<file path="src/rtl/rv_pkg.sv">
// Shared RV32I/RV64I decode definitions: opcodes, format codes, buffer states, decoded-instruction records.
package rv_pkg;

    localparam logic [6:0] OPC_LUI      = 7'b0110111;
    localparam logic [6:0] OPC_AUIPC    = 7'b0010111;
    localparam logic [6:0] OPC_JAL      = 7'b1101111;
    localparam logic [6:0] OPC_JALR     = 7'b1100111;
    localparam logic [6:0] OPC_BRANCH   = 7'b1100011;
    localparam logic [6:0] OPC_LOAD     = 7'b0000011;
    localparam logic [6:0] OPC_STORE    = 7'b0100011;
    localparam logic [6:0] OPC_OP_IMM   = 7'b0010011;
    localparam logic [6:0] OPC_OP       = 7'b0110011;
    localparam logic [6:0] OPC_MISC_MEM = 7'b0001111;
    localparam logic [6:0] OPC_SYSTEM   = 7'b1110011;

    typedef enum logic [2:0] {
        FMT_R   = 3'd0,
        FMT_I   = 3'd1,
        FMT_S   = 3'd2,
        FMT_B   = 3'd3,
        FMT_U   = 3'd4,
        FMT_J   = 3'd5,
        FMT_ILL = 3'd7
    } fmt_e;

    // Encoding is {M.valid, S.valid}.
    typedef enum logic [1:0] {
        ST_EMPTY = 2'b00,
        ST_ONE   = 2'b10,
        ST_FULL  = 2'b11
    } buf_state_e;

    typedef struct packed {
        logic [4:0] rs1;
        logic [4:0] rs2;
        logic [4:0] rd;
        logic [6:0] opcode;
        logic [2:0] funct3;
        logic [6:0] funct7;
    } rv_fields_t;

    typedef struct packed {
        logic [31:0] pc;
        rv_fields_t  f;
        logic [31:0] imm;
        fmt_e        fmt;
        logic        illegal;
    } rv_dec32_t;

    typedef struct packed {
        logic [63:0] pc;
        rv_fields_t  f;
        logic [63:0] imm;
        fmt_e        fmt;
        logic        illegal;
    } rv_dec64_t;

    // Compressed encodings (inst[1:0] != 2'b11) never match because every base opcode ends in 11.
    function automatic fmt_e opcode_fmt(input logic [6:0] opc);
        fmt_e f;
        case (opc)
            OPC_LUI, OPC_AUIPC:                  f = FMT_U;
            OPC_JAL:                             f = FMT_J;
            OPC_JALR, OPC_LOAD, OPC_OP_IMM,
            OPC_MISC_MEM, OPC_SYSTEM:            f = FMT_I;
            OPC_BRANCH:                          f = FMT_B;
            OPC_STORE:                           f = FMT_S;
            OPC_OP:                              f = FMT_R;
            default:                             f = FMT_ILL;
        endcase
        return f;
    endfunction

    function automatic rv_fields_t extract_fields(input logic [31:0] inst);
        rv_fields_t r;
        r.rs1    = inst[19:15];
        r.rs2    = inst[24:20];
        r.rd     = inst[11:7];
        r.opcode = inst[6:0];
        r.funct3 = inst[14:12];
        r.funct7 = inst[31:25];
        return r;
    endfunction

endpackage

</file>
<file path="src/rtl/ifid_decode_stage_if.sv">
// IF/ID stage bus: fetch-side handshake in, decoded execute-side bundle out.
interface ifid_decode_stage_if #(
    parameter int XLEN = 32
);
    logic            in_valid;
    logic            in_ready;
    logic [31:0]     in_inst;
    logic [XLEN-1:0] in_pc;
    logic            flush;
    logic            out_valid;
    logic            out_ready;
    logic [XLEN-1:0] out_pc;
    logic [4:0]      rs1;
    logic [4:0]      rs2;
    logic [4:0]      rd;
    logic [6:0]      opcode;
    logic [2:0]      funct3;
    logic [6:0]      funct7;
    logic [XLEN-1:0] imm;
    logic [2:0]      fmt;
    logic            illegal;

    modport master (
        output in_valid, in_inst, in_pc, flush, out_ready,
        input  in_ready, out_valid, out_pc, rs1, rs2, rd, opcode,
               funct3, funct7, imm, fmt, illegal
    );

    modport slave (
        input  in_valid, in_inst, in_pc, flush, out_ready,
        output in_ready, out_valid, out_pc, rs1, rs2, rd, opcode,
               funct3, funct7, imm, fmt, illegal
    );
endinterface

</file>
<file path="src/rtl/rv_imm_gen.sv">
// Combinational format classifier and sign-extended immediate generator for 32-bit instructions.
module rv_imm_gen
    import rv_pkg::*;
#(
    parameter int XLEN = 32
) (
    input  logic [31:0]     inst,
    output logic [XLEN-1:0] imm,
    output fmt_e            fmt,
    output logic            illegal
);

    logic [31:0] imm32;

    always_comb begin
        fmt     = opcode_fmt(inst[6:0]);
        illegal = (fmt == FMT_ILL);
    end

    always_comb begin
        imm32 = '0;
        case (fmt)
            FMT_I:   imm32 = {{20{inst[31]}}, inst[31:20]};
            FMT_S:   imm32 = {{20{inst[31]}}, inst[31:25], inst[11:7]};
            FMT_B:   imm32 = {{19{inst[31]}}, inst[31], inst[7], inst[30:25], inst[11:8], 1'b0};
            FMT_U:   imm32 = {inst[31:12], 12'b0};
            FMT_J:   imm32 = {{11{inst[31]}}, inst[31], inst[19:12], inst[20], inst[30:21], 1'b0};
            default: imm32 = '0;
        endcase
    end

    // Signed cast makes the width conversion replicate inst[31] up to XLEN.
    assign imm = XLEN'(signed'(imm32));

endmodule

</file>
<file path="src/rtl/ifid_decode_stage.sv">
// IF/ID stage: decodes fetched instructions into a main register M backed by a skid register S.
// in_ready is a flop; flush and async reset empty both entries.
module ifid_decode_stage
    import rv_pkg::*;
#(
    parameter int XLEN = 32
) (
    input  logic               clk,
    input  logic               rst_n,
    ifid_decode_stage_if.slave bus
);

    // Same layout as rv_dec32_t / rv_dec64_t, sized by this instance's XLEN.
    typedef struct packed {
        logic [XLEN-1:0] pc;
        rv_fields_t      f;
        logic [XLEN-1:0] imm;
        fmt_e            fmt;
        logic            illegal;
    } dec_t;

    dec_t            dec_in;
    logic [XLEN-1:0] imm_in;
    fmt_e            fmt_in;
    logic            ill_in;

    dec_t       m_q, s_q;
    buf_state_e state_q, state_d;
    logic       in_rdy_q, in_rdy_d;
    logic       accept;
    logic       m_ld_in, m_ld_skid, s_ld;

    rv_imm_gen #(.XLEN(XLEN)) u_imm_gen (
        .inst    (bus.in_inst),
        .imm     (imm_in),
        .fmt     (fmt_in),
        .illegal (ill_in)
    );

    always_comb begin
        dec_in.pc      = bus.in_pc;
        dec_in.f       = extract_fields(bus.in_inst);
        dec_in.imm     = imm_in;
        dec_in.fmt     = fmt_in;
        dec_in.illegal = ill_in;
    end

    assign accept = bus.in_valid && in_rdy_q && !bus.flush;

    always_ff @(posedge clk or negedge rst_n) begin
        if (!rst_n) begin
            state_q  <= ST_EMPTY;
            in_rdy_q <= 1'b1;
        end else begin
            state_q  <= state_d;
            in_rdy_q <= in_rdy_d;
        end
    end

    // Flush outranks both accept and drain.
    always_comb begin
        state_d = state_q;
        if (bus.flush) begin
            state_d = ST_EMPTY;
        end else begin
            case (state_q)
                ST_EMPTY: if (accept) state_d = ST_ONE;
                ST_ONE: begin
                    if (accept && !bus.out_ready)      state_d = ST_FULL;
                    else if (!accept && bus.out_ready) state_d = ST_EMPTY;
                end
                ST_FULL:  if (bus.out_ready) state_d = ST_ONE;
                default:  state_d = ST_EMPTY;
            endcase
        end
        in_rdy_d = (state_d != ST_FULL);
    end

    always_comb begin
        m_ld_in   = 1'b0;
        m_ld_skid = 1'b0;
        s_ld      = 1'b0;
        if (!bus.flush) begin
            case (state_q)
                ST_EMPTY: m_ld_in = accept;
                ST_ONE: begin
                    m_ld_in = accept && bus.out_ready;
                    s_ld    = accept && !bus.out_ready;
                end
                ST_FULL:  m_ld_skid = bus.out_ready;
                default: ;
            endcase
        end
    end

    always_ff @(posedge clk or negedge rst_n) begin
        if (!rst_n) begin
            m_q <= '0;
            s_q <= '0;
        end else begin
            if (m_ld_in)        m_q <= dec_in;
            else if (m_ld_skid) m_q <= s_q;
            if (s_ld)           s_q <= dec_in;
        end
    end

    assign bus.in_ready  = in_rdy_q;
    assign bus.out_valid = (state_q != ST_EMPTY);
    assign bus.out_pc    = m_q.pc;
    assign bus.rs1       = m_q.f.rs1;
    assign bus.rs2       = m_q.f.rs2;
    assign bus.rd        = m_q.f.rd;
    assign bus.opcode    = m_q.f.opcode;
    assign bus.funct3    = m_q.f.funct3;
    assign bus.funct7    = m_q.f.funct7;
    assign bus.imm       = m_q.imm;
    assign bus.fmt       = m_q.fmt;
    assign bus.illegal   = m_q.illegal;

endmodule

</file>
<file path="src/flat_wrapper.sv">
// flat-port wrapper written by rule: the top's interface ports become plain ports
module ifid_decode_stage_flat import rv_pkg::*;
#(
    parameter int XLEN = 32
)
  (clk, rst_n, bus_in_valid, bus_in_inst, bus_in_pc, bus_flush, bus_out_ready, bus_in_ready, bus_out_valid, bus_out_pc, bus_rs1, bus_rs2, bus_rd, bus_opcode, bus_funct3, bus_funct7, bus_imm, bus_fmt, bus_illegal);
  ifid_decode_stage_if #(.XLEN(XLEN)) bus_i ();
  input  logic clk;
  input  logic rst_n;
  input wire logic [$bits(bus_i.in_valid)-1:0] bus_in_valid;
  input wire logic [$bits(bus_i.in_inst)-1:0] bus_in_inst;
  input wire logic [$bits(bus_i.in_pc)-1:0] bus_in_pc;
  input wire logic [$bits(bus_i.flush)-1:0] bus_flush;
  input wire logic [$bits(bus_i.out_ready)-1:0] bus_out_ready;
  output wire logic [$bits(bus_i.in_ready)-1:0] bus_in_ready;
  output wire logic [$bits(bus_i.out_valid)-1:0] bus_out_valid;
  output wire logic [$bits(bus_i.out_pc)-1:0] bus_out_pc;
  output wire logic [$bits(bus_i.rs1)-1:0] bus_rs1;
  output wire logic [$bits(bus_i.rs2)-1:0] bus_rs2;
  output wire logic [$bits(bus_i.rd)-1:0] bus_rd;
  output wire logic [$bits(bus_i.opcode)-1:0] bus_opcode;
  output wire logic [$bits(bus_i.funct3)-1:0] bus_funct3;
  output wire logic [$bits(bus_i.funct7)-1:0] bus_funct7;
  output wire logic [$bits(bus_i.imm)-1:0] bus_imm;
  output wire logic [$bits(bus_i.fmt)-1:0] bus_fmt;
  output wire logic [$bits(bus_i.illegal)-1:0] bus_illegal;
  assign bus_i.in_valid = bus_in_valid;
  assign bus_i.in_inst = bus_in_inst;
  assign bus_i.in_pc = bus_in_pc;
  assign bus_i.flush = bus_flush;
  assign bus_i.out_ready = bus_out_ready;
  assign bus_in_ready = bus_i.in_ready;
  assign bus_out_valid = bus_i.out_valid;
  assign bus_out_pc = bus_i.out_pc;
  assign bus_rs1 = bus_i.rs1;
  assign bus_rs2 = bus_i.rs2;
  assign bus_rd = bus_i.rd;
  assign bus_opcode = bus_i.opcode;
  assign bus_funct3 = bus_i.funct3;
  assign bus_funct7 = bus_i.funct7;
  assign bus_imm = bus_i.imm;
  assign bus_fmt = bus_i.fmt;
  assign bus_illegal = bus_i.illegal;
  ifid_decode_stage #(.XLEN(XLEN)) u_core (.clk(clk), .rst_n(rst_n), .bus(bus_i));
endmodule
</file>
<file path="config.mk">
export PLATFORM = sky130hd
export DESIGN_NAME = ifid_decode_stage_flat
export DESIGN_NICKNAME = d
export VERILOG_FILES = /design/src/rtl/rv_pkg.sv /design/src/rtl/ifid_decode_stage_if.sv /design/src/rtl/rv_imm_gen.sv /design/src/rtl/ifid_decode_stage.sv /design/src/flat_wrapper.sv
export SDC_FILE = /design/constraint.sdc
export NUM_CORES = 1
export LEC_CHECK = 0
export BUFFER_PORTS_ARGS = -buffer_cell sky130_fd_sc_hd__buf_2
export CAP_MARGIN = 20
export CORE_MARGIN = 2
export CORE_UTILIZATION = 55
export CTS_BUF_LIST = sky130_fd_sc_hd__clkbuf_16
export DETAILED_ROUTE_END_ITERATION = 8
export PLACE_DENSITY = 0.8
export SYNTH_ARGS = -nofsm -noshare
export SYNTH_HDL_FRONTEND = slang
export SYNTH_SLANG_ARGS = --single-unit
</file>
<file path="constraint.sdc">
create_clock -name clk -period 2.4 [get_ports clk]
set_input_delay 0.72 -clock clk [delete_from_list [all_inputs] [get_ports clk]]
set_output_delay 0.72 -clock clk [all_outputs]
set_load 0.02 [all_outputs]
</file>
==> results of run 1 <==
[sequential cells by signal, indices dropped and copies added (netlist names), 5 cells and up]
name / cells
u_core.bus.rd: 5
u_core.bus.rs2: 5
u_core.bus.imm: 32
u_core.bus.out_pc: 32
u_core.bus.opcode: 7
u_core.bus.rs1: 5
u_core.bus.funct7: 7
u_core.s_q: 100
[path summary, 6_finish.rpt]
path                                                   from                                to  slack (ns)  cells past startpoint
setup / recovery                u_core.state_q[1]$_DFF_PN0_                     bus_out_valid        0.25                      2
hold / removal                                        rst_n      u_core.bus.rd[3]$_DFFE_PN0P_        0.17                      1
setup reg to reg              u_core.bus.in_ready$_DFF_PN1_        u_core.s_q[14]$_DFFE_PN0P_        0.49                      4
hold reg to reg            u_core.bus.out_pc[9]$_DFFE_PN0P_  u_core.bus.out_pc[9]$_DFFE_PN0P_        0.47                      2
max in group asynchronous                             rst_n     u_core.bus.in_ready$_DFF_PN1_        1.59                      2
min in group clk                               bus_in_pc[3]        u_core.s_q[71]$_DFFE_PN0P_        0.42                      3
[placed cells by master, fill, tap and decap left out, drive strengths merged, types with 4 or more instances in the layout]
master and instances:
a211oi 4, a21oi 8, a221o 17, a221oi 4, a22o 10, a22oi 70
a31oi 10, and2 5, and3 6, buf 201, clkbuf 22, clkinv 6
clkinvlp 4, dfrtp 202, inv 12, nand2 307, nand3 14, nor2 74
o21ai 38, o22ai 27
[per-layer routing]
layer	track usage	vias to the layer above	share of wire
met5	0	-	0
met4	0.09527	0	0.029
met3	0.05073	46	0.070
met2	0.4364	292	0.48
met1	0.4036	3624	0.43
li1	-	3430	-
[cells by family (layout without fill, tap and decap cells)]
kind of cell / after synthesis / in the layout
AND/OR/NAND/NOR: 426 / 426
flip-flops: 203 / 203
AO/OA/AOI/OAI: 202 / 202
buffers and inverters: 70 / 245
XOR/XNOR: 2 / 2
multiplexers: 1 / 1
other: 0 / 1
[worst register-to-register path: cells and delay by family, from the launching register on]
kind | cells | cell delay [ns]
simple gates | 2 | 0.68
flops | 1 | 0.55
compound gates | 1 | 0.30
buf+inv | 1 | 0.26
[per-stage QoR]
stage	utilization	cell area (um2)	hold WS (ns)
after floorplan	-	8562	0.4244
after CTS	0.6803	10340	0.1743
after global routing	0.6803	10340	0.1871
final	0.6805	10340	0.1724
after detailed placement	0.6400	9729	0.4565
after global placement	0.6400	9729	0.4550
[power by group through the flow]
stage / combinational, uW / sequential [uW] / clock (uW)
2_1_floorplan: 597 / 4540 / 0
3_3_place_gp: 1420 / 4290 / 0
3_5_place_dp: 1460 / 4310 / 0
4_1_cts: 1470 / 4260 / 2960
5_1_grt: 1620 / 4330 / 3120
6_report: 1450 / 4260 / 2920
[area by class of cell]
| cell class | count | share of cell area |
|---|---|---|
| multi-input combinational | 631 | 0.3108 |
| sequential | 203 | 0.4912 |
| clock buffer | 21 | 0.05080 |
| clock inverter | 16 | 0.008466 |
| inverter | 6 | 0.002177 |
| tap | 188 | 0.02274 |
| timing repair buffer | 202 | 0.1136 |
| antenna | 1 | 0.0002419 |
==> results by group, run 1 <==
Critical path
  – Critical Path Sink Type: output pin
  – Crit-path max FO: 6
  – Worst EP arrival: 1.43 ns
  – Crit path max-delay cell type: dfrtp_1
  – CP required: about 1.7 ns
  – CP Buf/Inv Count: 1
  – WS Path Type: reg -> out
  – Crit-path cells: or2_2 > buf_2
  – Crit start category: flop
  – Largest delay share family, worst path: flip-flops
  – Worst path max stage delay: around 0.46 ns

Clock tree
  – Post-CTS setup buffers: 0
  – Hold-fix buffers at CTS: 0
  – Resized cells post-CTS: 0
  – CTS tree: done
  – Clock buffer depth: 3
  – Clock latency on the worst-skew pair: approximately 0.5 ns
  – Clock sink count: slightly above 200
  – Clock tree root driver cell: clkbuf_16
  – CTS clk-pin slew, worst paths: approximately 0.06 ns
  – H-tree depth: 1
  – Num CTS Buffers: 21

Yosys
  – Syn Nets: slightly below 1000
  – Ys async rst share: 1.000
  – Largest cells by area after synthesis: dfrtp_1 (59%), nand2_1 (13%), a22oi_1 (6.1%), nor2_1 (3.2%), o21ai_0 (2.2%)
  – Mux cell area share after synthesis: 0.001169
  – Top-count cell post-synth: nand2_1
  – Avg Inst Size Synth: approximately 9.5 um2
  – Synth Area in Compound Gates: 0.1689
  – Main combinational cell family by area after synthesis: simple AND/OR/NAND/NOR gates
  – #FFs+latches synth: approximately 200
  – Post-synth EDFFs: 0
  – Post-Synth Adder-Cell Area: 0
  – Top_reg_cell synth: dfrtp_1
  – Synth cell types: 47
  – Post-synthesis sequential area ratio: 0.5935
  – Synth Area in Simple Gates: 0.2005
  – YS warnings: 0
  – Syn Inst Count: roughly 900
  – Post-synth top area cell: dfrtp_1
  – Post-synth top area share: 0.5904
  – Xor/xnor share of the synthesized area: 0.002046
  – Top cells by count, synth: nand2_1 (307), dfrtp_1 (202), nor2_1 (74)
  – Synthesized area: 8562 um2

Global routing
  – First-pass GRT wire length: between 30 and 40 mm
  – Vias in the first global route: approximately 7000
  – Largest net degree at the start of global routing: 65
  – Initial antenna violation count: 0
  – Overall Global Routing Usage: 0.2805
  – GRT Residual Overflow: 0

Power
  – Power Density: between 800 and 900 nW/um2
  – Clock power frac: 0.339
  – P_sw: 2554 uW
  – Power consumption: ~8600 uW
  – Leakage: approximately 0.0053 uW
  – Comb pwr share: 0.168
  – P_int: ~6000 uW
  – Net Sw Frac: 0.2957
  – Max rail drop VDD: just over 500 uV
  – Sequential power share: 0.493

Timing
  – Final hold viol count: 0
  – Final setup violation count: 0
  – Setup TNS: 0 ns
  – Fin. max-slew vios: 0
  – Slew @ Worst Pin: approximately 0.45 ns
  – Setup ws final: around 0.25 ns
  – Tmin final: around 2.1 ns
  – Final Cycle Share: 0.8947
  – RSZ-0062 raised after global routing: false
  – Clock Skews: ~0.020 ns
  – Rel. slew slack: 0.6892
  – Fmax: between 400 and 500 MHz

Place
  – I/O Buffers: 170
  – DP Wirelength: 15.36 mm
  – DP Worst Slack: 0.1772 ns
  – Placed insts: 1230
  – Placer Congestion: between 0.9 and 1

Final layout
  – P&R area growth vs syn: 20.82%
  – Multi-input logic area: ~3200 um2
  – Nets: approximately 1100
  – Fillcell total: approximately 1200
  – FF/Latch Area: 5081 um2
  – Fin cells: roughly 1300
  – Share of cells above drive strength 1: 0.2280

Die
  – Die area: roughly 17000 um2
  – IO Pins: roughly 170
  – Die Wd: around 130 um
  – Die Height: between 100 and 150 um
  – Core box area: between 15000 and 20000 um2
  – Std-Cell Rows: between 40 and 50
  – Initial Util: 0.5632

Detailed routing
  – DRT Wirelength: ~23 mm
  – Drt pass-1 iters: 7
  – Drc violations: 0
  – WL/cell: 17.98 um
  – Via count: approximately 7400
  – Vias per Instance: 5.830
  – Drt initial violations: ~790
  – Detail Route Antenna Nets: 0

Status
  – Outcome: finished clean

Flow run
  – Max Cap Violations: 0

Hold path
  – Min-Delay Path Class: in -> async
Note: power is estimated with default switching activity, not from simulation.
==> run 2, diff against run 1 <==
--- a/config.mk
+++ b/config.mk
@@ -5,10 +5,11 @@
 export SDC_FILE = /design/constraint.sdc
 export NUM_CORES = 1
 export LEC_CHECK = 0
+export ABC_AREA = 1
 export BUFFER_PORTS_ARGS = -buffer_cell sky130_fd_sc_hd__buf_2
 export CAP_MARGIN = 20
 export CORE_MARGIN = 2
-export CORE_UTILIZATION = 55
+export CORE_UTILIZATION = 56
 export CTS_BUF_LIST = sky130_fd_sc_hd__clkbuf_16
 export DETAILED_ROUTE_END_ITERATION = 8
 export PLACE_DENSITY = 0.8
==> run 2 against run 1 <==
Against the previous run:
- critical path depth unchanged
- cell area up 4.6%
- count of clock-buffer cells in the layout unchanged
- clock skew up 0.0075 ns
- wire length up 4.8%
- combinational power about the same
- register-to-register slack better by 0.21 ns
- global-route usage down 0.29 points
- fmax up 5.2%
- power down 0.17%
- synthesized cell count up 19%
==> results by group, run 2 <==
Clock tree
  – Post-CTS setup buffers: 0 (unchanged)
  – Resized cells post-CTS: 0 (unchanged)
  – Clock sink count: 203 (unchanged)
  – CTS clk-pin slew, worst paths: 0.06 ns (about the same)
  – H-tree depth: 1 (unchanged)
  – Clock tree root driver cell: clkbuf_16
  – Hold-fix buffers at CTS: 0 (unchanged)
  – Clock buffer depth: 3 (unchanged)
  – CTS tree: done
  – Clock latency on the worst-skew pair: 0.51 ns (about the same)
  – Num CTS Buffers: 21 (unchanged)

Yosys
  – Post-synth top area cell: dfrtp_1
  – Synthesized area: 9074 um2 (+6.0%)
  – Ys async rst share: 1.000 (unchanged)
  – Top-count cell post-synth: nand2_1
  – Syn Inst Count: 1077 (+19%)
  – Largest cells by area after synthesis: dfrtp_1 (56%), nand2_1 (16%), o21ai_0 (3.4%), inv_1 (3.4%), a22o_1 (3.2%)
  – YS warnings: 0 (unchanged)
  – Post-synth EDFFs: 0 (unchanged)
  – Syn Nets: 1146 (+18%)
  – Avg Inst Size Synth: 8.425 um2 (-11%)
  – #FFs+latches synth: 203 (unchanged)
  – Synth cell types: 31 (-34%)
  – Post-synth top area share: 0.5571 (-0.03330)
  – Top cells by count, synth: nand2_1 (398), dfrtp_1 (202), inv_1 (82)
  – Top_reg_cell synth: dfrtp_1
  – Post-synthesis sequential area ratio: 0.5600 (-0.03347)

Status
  – Outcome: finished clean

Timing
  – Setup ws final: 0.3579 ns (+0.1053 ns)
  – Final setup violation count: 0 (unchanged)
  – Clock Skews: 0.02727 ns (+0.007528 ns)
  – Fin. max-slew vios: 0 (unchanged)
  – Fmax: 489.7 MHz (+5.2%)
  – Rel. slew slack: 0.6497 (-0.03955)
  – RSZ-0062 raised after global routing: false
  – Final hold viol count: 0 (unchanged)
  – Tmin final: 2.042 ns (-0.1053 ns)
  – Slew @ Worst Pin: 0.5255 ns (+0.07107 ns)
  – Final Cycle Share: 0.8509 (-0.04386)
  – Setup TNS: 0 ns (unchanged)

Detailed routing
  – Drt pass-1 iters: 5 (-2)
  – WL/cell: 16.32 um (-9.3%)
  – WL met3: 2.178 mm (+37%)
  – Drc violations: 0 (unchanged)
  – Drt initial violations: 768 (-2.5%)
  – WL met2: 11.01 mm (+1.3%)
  – Metal1 wirelength: 10.21 mm (+5.3%)
  – Vias per Instance: 5.406 (-7.3%)
  – Detail Route Antenna Nets: 0 (unchanged)
  – DRT Wirelength: 23.89 mm (+4.8%)
  – Via count: 7914 (+7.1%)
  – Top Metal Used: met4

Power
  – Leakage: 0.005887 uW (+11%)
  – Max rail drop VDD: 483.0 uV (-6.1%)
  – Power consumption: 8622 uW (-0.17%)
  – Power Density: 796.6 nW/um2 (-4.6%)

Critical path
  – Crit-path max FO: 3 (-3)
  – Crit-path cells: or2_2 > buf_2
  – CP Buf/Inv Count: 1 (unchanged)
  – CP required: 1.68 ns (about the same)
  – Worst path max stage delay: 0.39 ns (-0.07 ns)
  – Crit path max-delay cell type: dfrtp_1
  – Critical Path Sink Type: output pin
  – Crit start category: flop
  – Worst EP arrival: 1.32 ns (-0.11 ns)
  – Largest delay share family, worst path: flip-flops
  – WS Path Type: reg -> out

Flow run
  – Max Cap Violations: 0 (unchanged)

Final layout
  – Commonest non-fill, non-tap cell in the layout: nand2_1
  – Fillcell total: 1318 (+10%)
  – Nets: 1303 (+15%)
  – Largest Register: u_core.s_q
  – Most frequent cells in the layout: nand2_1 (398), dfrtp_1 (202), buf_2 (169)
  – Max reg flops: 100 (unchanged)
  – Share of cells above drive strength 1: 0.2143 (-0.01370)
  – P&R area growth vs syn: 19.28%

Die
  – Die area: 17240 um2 (+4.0%)
  – Die Height: 131.3 um (+2.0%)
  – Std-Cell Rows: 46 (+2.2%)
  – Die Wd: 131.3 um (+2.0%)
  – IO Pins: 171 (unchanged)
  – Initial Util: 0.5712 (+0.007994)
  – Core box area: 15890 um2 (+4.5%)

Global routing
  – GRT Residual Overflow: 0 (unchanged)
  – Largest net degree at the start of global routing: 122 (+88%)
  – First-pass GRT wire length: 38.96 mm (+5.6%)
  – Vias in the first global route: 7545 (+6.8%)
  – Overall Global Routing Usage: 0.2777 (-0.002853)
  – Initial antenna violation count: 3 (+3)

Place
  – I/O Buffers: 170 (unchanged)
  – DP Worst Slack: 0.2695 ns (+0.09232 ns)
  – DP Wirelength: 15.72 mm (+2.3%)
  – Placer Congestion: 0.9273 (-1.2%)

Hold path
  – Min-Delay Path Class: in -> async
[run 2: changes by cell type after synthesis, sizes merged, moves of 19 or more]
cell	change
nand2	+116
inv	+85
a22oi	-55
a21oi	+29
o21ai	+24
a22o	+23
clkbuf	-19
[run 2: power breakdown]
| part | internal [uW] | switching (uW) | total (uW) |
|---|---|---|---|
| Combinational | 488 | 944 | 1430 |
| Sequential | 3950 | 250 | 4200 |
| Clock | 1680 | 1310 | 2990 |
[run 2: cells by family after synthesis]
logic type             after synthesis  synth area share
AO/OA/AOI/OAI                      195            0.1354
flip-flops                         203            0.5600
buffers and inverters              162           0.07598
AND/OR/NAND/NOR                    517            0.2286
[run 2: final timing paths]
kind	from	end	slack, ns	depth (start not counted)
worst max-delay path	u_core.state_q[0]$_DFF_PN0_	bus_out_valid	0.36	2
worst min-delay path	rst_n	u_core.s_q[29]$_DFFE_PN0P_	0.19	1
worst max register to register	u_core.bus.in_ready$_DFF_PN1_	u_core.bus.illegal$_DFFE_PN0P_	0.70	8
worst min register to register	u_core.s_q[68]$_DFFE_PN0P_	u_core.s_q[68]$_DFFE_PN0P_	0.47	2
max in group asynchronous	rst_n	u_core.bus.in_ready$_DFF_PN1_	1.55	2
min in group clk	bus_flush	u_core.state_q[1]$_DFF_PN0_	0.44	2
[run 2: area by class of cell]
type	instances	area, um2	area share
clock inverters	14	85.08	0.007861
clock buffers	21	525.5	0.04855
well taps	216	270.3	0.02497
multi-input cells	712	3308	0.3057
flip-flops and latches	203	5081	0.4695
repair buffers	194	1165	0.1076
inverters	102	382.9	0.03538
diodes	2	5.005	0.0004624
[run 2: through the flow]
step           cell area, um2  hold slack (ns)  utilization  cells
2_1_floorplan            9074           0.4244            -   1077
3_3_place_gp            10210           0.4533       0.6426   1427
3_5_place_dp            10210           0.4593       0.6426   1427
4_1_cts                 10820           0.1987       0.6810   1462
5_1_grt                 10820           0.2140       0.6812   1463
6_report                10820           0.1897       0.6813   1464
[run 2: per-layer routing]
metal  global-route usage  vias up
met5                    0        -
met4              0.06522        0
met3              0.05864       42
met2               0.4418      334
met1               0.3956     3786
li1                     -     3752
